**src/rtl/pipeline_stage_register.sv**
```systemverilog
// Generic pipeline stage register: valid/ready handshake with a 2-entry skid buffer,
// synchronous flush, and control bundle forced to a bubble value while empty.
module pipeline_stage_register #(
   parameter int unsigned            DATA_WIDTH  = 128,
   parameter int unsigned            CTRL_WIDTH  = 16,
   parameter logic [CTRL_WIDTH-1:0]  CTRL_BUBBLE = {CTRL_WIDTH{1'b0}}
) (
   input  logic                  clk,
   input  logic                  reset_n,
   input  logic                  flush,
   input  logic                  in_valid,
   output logic                  in_ready,
   input  logic [DATA_WIDTH-1:0] in_data,
   input  logic [CTRL_WIDTH-1:0] in_ctrl,
   output logic                  out_valid,
   input  logic                  out_ready,
   output logic [DATA_WIDTH-1:0] out_data,
   output logic [CTRL_WIDTH-1:0] out_ctrl,
   output logic [1:0]            occupancy
);

   typedef enum logic [1:0] {
      EMPTY = 2'd0,
      ONE   = 2'd1,
      FULL  = 2'd2
   } state_t;

   state_t                state;
   state_t                next_state;
   logic                  accept;
   logic                  consume;
   logic                  load_main;
   logic                  load_skid;
   logic                  main_from_skid;
   logic [DATA_WIDTH-1:0] main_data;
   logic [CTRL_WIDTH-1:0] main_ctrl;
   logic [DATA_WIDTH-1:0] skid_data;
   logic [CTRL_WIDTH-1:0] skid_ctrl;

   assign accept  = in_valid && in_ready;
   assign consume = out_valid && out_ready;

   // State register plus status flags decoded from the next state so they are flops.
   always_ff @(posedge clk) begin
      if (!reset_n) begin
         state     <= EMPTY;
         in_ready  <= 1'b1;
         out_valid <= 1'b0;
         occupancy <= 2'd0;
      end else begin
         state     <= next_state;
         in_ready  <= (next_state != FULL);
         out_valid <= (next_state != EMPTY);
         occupancy <= next_state;
      end
   end

   // Next-state and entry-load decode; flush overrides every handshake outcome.
   always_comb begin
      next_state     = state;
      load_main      = 1'b0;
      load_skid      = 1'b0;
      main_from_skid = 1'b0;
      unique case (state)
         EMPTY: begin
            if (accept) begin
               load_main  = 1'b1;
               next_state = ONE;
            end
         end
         ONE: begin
            if (accept && consume) begin
               load_main = 1'b1;
            end else if (accept) begin
               load_skid  = 1'b1;
               next_state = FULL;
            end else if (consume) begin
               next_state = EMPTY;
            end
         end
         FULL: begin
            if (consume) begin
               main_from_skid = 1'b1;
               next_state     = ONE;
            end
         end
         default: next_state = EMPTY;
      endcase
      if (flush) begin
         next_state     = EMPTY;
         load_main      = 1'b0;
         load_skid      = 1'b0;
         main_from_skid = 1'b0;
      end
   end

   // Entry storage; flush leaves contents in place since out_valid masks them.
   always_ff @(posedge clk) begin
      if (!reset_n) begin
         main_data <= '0;
         main_ctrl <= '0;
         skid_data <= '0;
         skid_ctrl <= '0;
      end else begin
         if (load_main) begin
            main_data <= in_data;
            main_ctrl <= in_ctrl;
         end else if (main_from_skid) begin
            main_data <= skid_data;
            main_ctrl <= skid_ctrl;
         end
         if (load_skid) begin
            skid_data <= in_data;
            skid_ctrl <= in_ctrl;
         end
      end
   end

   assign out_data = main_data;
   assign out_ctrl = out_valid ? main_ctrl : CTRL_BUBBLE;

endmodule

```
**config.mk**
```make
export PLATFORM = sky130hd
export DESIGN_NAME = pipeline_stage_register
export DESIGN_NICKNAME = d
export VERILOG_FILES = /design/src/rtl/pipeline_stage_register.sv
export SDC_FILE = /design/constraint.sdc
export NUM_CORES = 1
export LEC_CHECK = 0
export CAP_MARGIN = 20
export CORE_AREA = 10 10 202 147
export CTS_CLUSTER_DIAMETER = 100
export DETAILED_ROUTE_END_ITERATION = 12
export DIE_AREA = 0 0 212 157
export HOLD_SLACK_MARGIN = 0.05
export PLACE_DENSITY = 0.89
export SLEW_MARGIN = 20
export SYNTH_ARGS = -nofsm -noshare
export SYNTH_HDL_FRONTEND = slang
export SYNTH_SLANG_ARGS = --single-unit
```
**constraint.sdc**
```tcl
create_clock -name clk -period 2.12 [get_ports clk]
set_input_delay 0.424 -clock clk [delete_from_list [all_inputs] [get_ports clk]]
set_output_delay 0.424 -clock clk [all_outputs]
set_load 0.1 [all_outputs]
```
==> impl_metrics.json <==
{
  "path_class": "flop to primary output",
  "holdPathStages": 3,
  "fp-row-count": 50,
  "h-tree-depth": 1,
  "synthToLayoutAreaGrowth_pct": 34.09,
  "grt_pass1_wl_um": 70200,
  "fin_crit_sh_pct": 95.73,
  "min_path_type": "input port to flop",
  "ios": 297,
  "cts_setup_buffers": 0,
  "port_buffers": 296,
  "p_sw_w": 0.004787,
  "setup_viol_count_final": 0,
  "drive_gt1_share_pct": 17.17,
  "r2r.worst_path.cells": 6,
  "drc_errors": 0,
  "yosys_warnings": 0,
  "powerDensity_nw_per_um2": 848.3,
  "seqPwrFrac_pct": 39.9,
  "hold_end": "out_data[33]",
  "path_clk_slew_ns": 0.06,
  "layout.cells.non_filler": 2107,
  "drt_wl_total_um": 44780,
  "place_ws_ns": -0.02241,
  "grt_pass1_vias": 12950,
  "critPathRequiredTime_ns": 1.70,
  "fp.coreArea_um2": 26090,
  "grt_use_total_pct": 25.04,
  "ir_drop_uv": 641.2,
  "place_area_um2": 16420,
  "post-route-cell-area_um2": 17450,
  "endpoint_kind": "primary output",
  "gp_congestion": 0.8554,
  "finalHoldViolCount": 0,
  "syn-num-nets": 1695,
  "final_nets": 1893,
  "r2r_end": "out_data[107]",
  "die_x_um": 212,
  "r2r_start": "out_valid",
  "start_util_pct": 49.89,
  "cts.sinks": 292,
  "synth_cell_type_count": 28,
  "p_total_w": 0.01480,
  "ys_seq_area_share_pct": 44.91,
  "ant_nets": 0,
  "slew_headroom_pct": 61.80,
  "grt_max_degree": 157,
  "syn_avg_cell_area_um2": 8.419,
  "holdCritStartpoint": "flush",
  "vias": 13760,
  "crit_fanout": 16,
  "swShare_pct": 32.33,
  "clk_latency_ns": 0.54,
  "rsz0062_at_grt": "no",
  "cts_resized": 0,
  "combPwrFrac_pct": 23.1,
  "viasPerCell": 6.532,
  "max_freq_ghz": 0.4927,
  "drv_slew": 0,
  "dp_hpwl_um": 28730,
  "setup.worst_path.start_class": "flop",
  "cts_buffers": 29,
  "syn_area_um2": 13020,
  "first_pass_iters": 6,
  "cts_root_buf": "clkbuf_16",
  "synthCells": 1546,
  "cts_tree": "built",
  "cts_hold_buf": 0,
  "status": "completed",
  "grt_overflow": 0,
  "drt_iter0_drc": 1638,
  "die_area_um2": 33280,
  "power.internal_w": 0.01002,
  "finalClockSkew_ns": 0.009558,
  "arrival_ns": 1.61,
  "routedWlPerCell_um": 21.25,
  "antenna_found_initial": 5,
  "dp.cells": 2051,
  "ys_ff_latch": 292,
  "tightest_slew_ns": 0.5729,
  "power_leakage_nw": 5.755,
  "fp.dieH_um": 157,
  "fin_ws_ns": 0.09054,
  "fin_crit_ns": 2.029,
  "regToRegSetupSlack_ns": 0.40,
  "drv_cap": 0,
  "cts.path.max_buffers": 3,
  "clock_power_share_pct": 37.0
}
==> layer usage <==
metal | vias up | global-route usage (%) | wire (um)
met5 | - | 0 | 51
met2 | 838 | 39.51 | 20630
li1 | 6220 | - | -
met4 | 8 | 7.272 | 1228
met3 | 103 | 5.861 | 4709
met1 | 6593 | 33.40 | 18160
==> layout by cell type (no fill, tap or decap), types with 2 or more instances in the layout <==
master,synthesis,layout
buf_12,0,54
nor2_1,2,2
o21ai_0,289,289
a21oi_1,147,147
clkinv_2,0,3
nor3_1,144,144
nand3b_1,144,144
clkdlybuf4s50_1,0,147
clkbuf_8,0,9
diode_2,0,4
dfxtp_1,292,289
and2_2,0,16
buf_4,17,174
bufinv_16,0,4
dfxtp_2,0,3
nand3_1,145,145
clkbuf_1,127,5
a311oi_1,144,144
clkbuf_16,0,29
==> cells in the mapped netlist <==
master       n  area (um2)
buf_4       17       127.6
dfxtp_1    292        5846
buf_1        5       18.77
a21oi_1    147       735.7
and2_1      16       100.1
clkbuf_1   127       476.7
nor3_1     144       720.7
buf_2       53       265.3
nand3b_1   144        1081
nor2_1       2       7.510
a311oi_1   144        1261
inv_1        1       3.750
nand4bb_1    1       11.26
xnor2_1      1       8.760
nand4b_2     1       15.01
and4b_1      1       10.01
nand3_1    145       725.7
buf_6        7       78.83
a211oi_1     1       7.510
a211o_1      1       8.760
a21bo_2      1       10.01
nand2_4      1       11.26
o2bb2ai_1    1       8.760
and3_1       1       6.260
o21ai_0    289        1446
a21boi_1     1       7.510
nand2_1      1       3.750
and4bb_2     1       12.51
==> state kept, by name, summed over array words and instances, names as in the netlist <==
signal and flops:
state 2, in_ready 1, out_valid 1, out_data 128, skid_data 128, skid_ctrl 16, main_ctrl 16
==> area by class of cell <==
type	count	area (um2)
Antenna cell	4	10.01
Clock buffer	43	868.3
Clock inverter	9	151.4
Fill cell	1977	8635
Inverter	1	11.26
Multi-Input combinational cell	1044	6270
Sequential cell	292	5849
Tap cell	338	422.9
Timing Repair Buffer	376	3870
==> stage by stage <==
| step | utilization, % | hold slack [ns] | TNS, ns |
|---|---|---|---|
| 2_1_floorplan | - | 0.4539 | 0 |
| 3_3_place_gp | 62.95 | 0.4591 | 0 |
| 3_5_place_dp | 62.95 | 0.4664 | -0.05731 |
| 4_1_cts | 66.86 | 0.3394 | 0 |
| 5_1_grt | 66.87 | 0.3720 | 0 |
| 6_report | 66.90 | 0.3599 | 0 |
==> worst max-delay path, cell delays in order (launching register included) <==
cell and delay [ns]:
dfxtp_2 0.41, buf_4 0.27, and2_2 0.22, buf_12 0.18
==> logic make-up after synthesis <==
family / after synthesis / share of synthesized area (%)
XOR/XNOR: 1 / 0.06730
buffers and inverters: 210 / 7.459
AO/OA/AOI/OAI: 585 / 26.78
AND/OR/NAND/NOR: 458 / 20.78
flip-flops: 292 / 44.91
==> worst max-delay path by stage <==
stage	startpoint	to	slack (ns)	depth (start not counted)
finish	out_valid	out_ctrl[11]	0.09	3
global route	out_valid	out_ctrl[11]	0.03	3
CTS	out_valid	out_ctrl[11]	0.07	3
detailed placement	out_ready	out_data[97]	-0.02	7
global placement	in_valid	skid_data[121]	0.07	5
floorplan	in_ready	out_data[41]	0.03	6
==> power groups by stage <==
stage                     sequential [W]  clock [W]  combinational, W
after floorplan                  0.00738          0          0.000912
after global placement           0.00601          0           0.00334
after detailed placement         0.00602          0           0.00338
after CTS                        0.00590    0.00553           0.00339
after global routing             0.00593    0.00576           0.00354
final                            0.00591    0.00548           0.00342
Note: power is estimated with default switching activity, not from simulation.
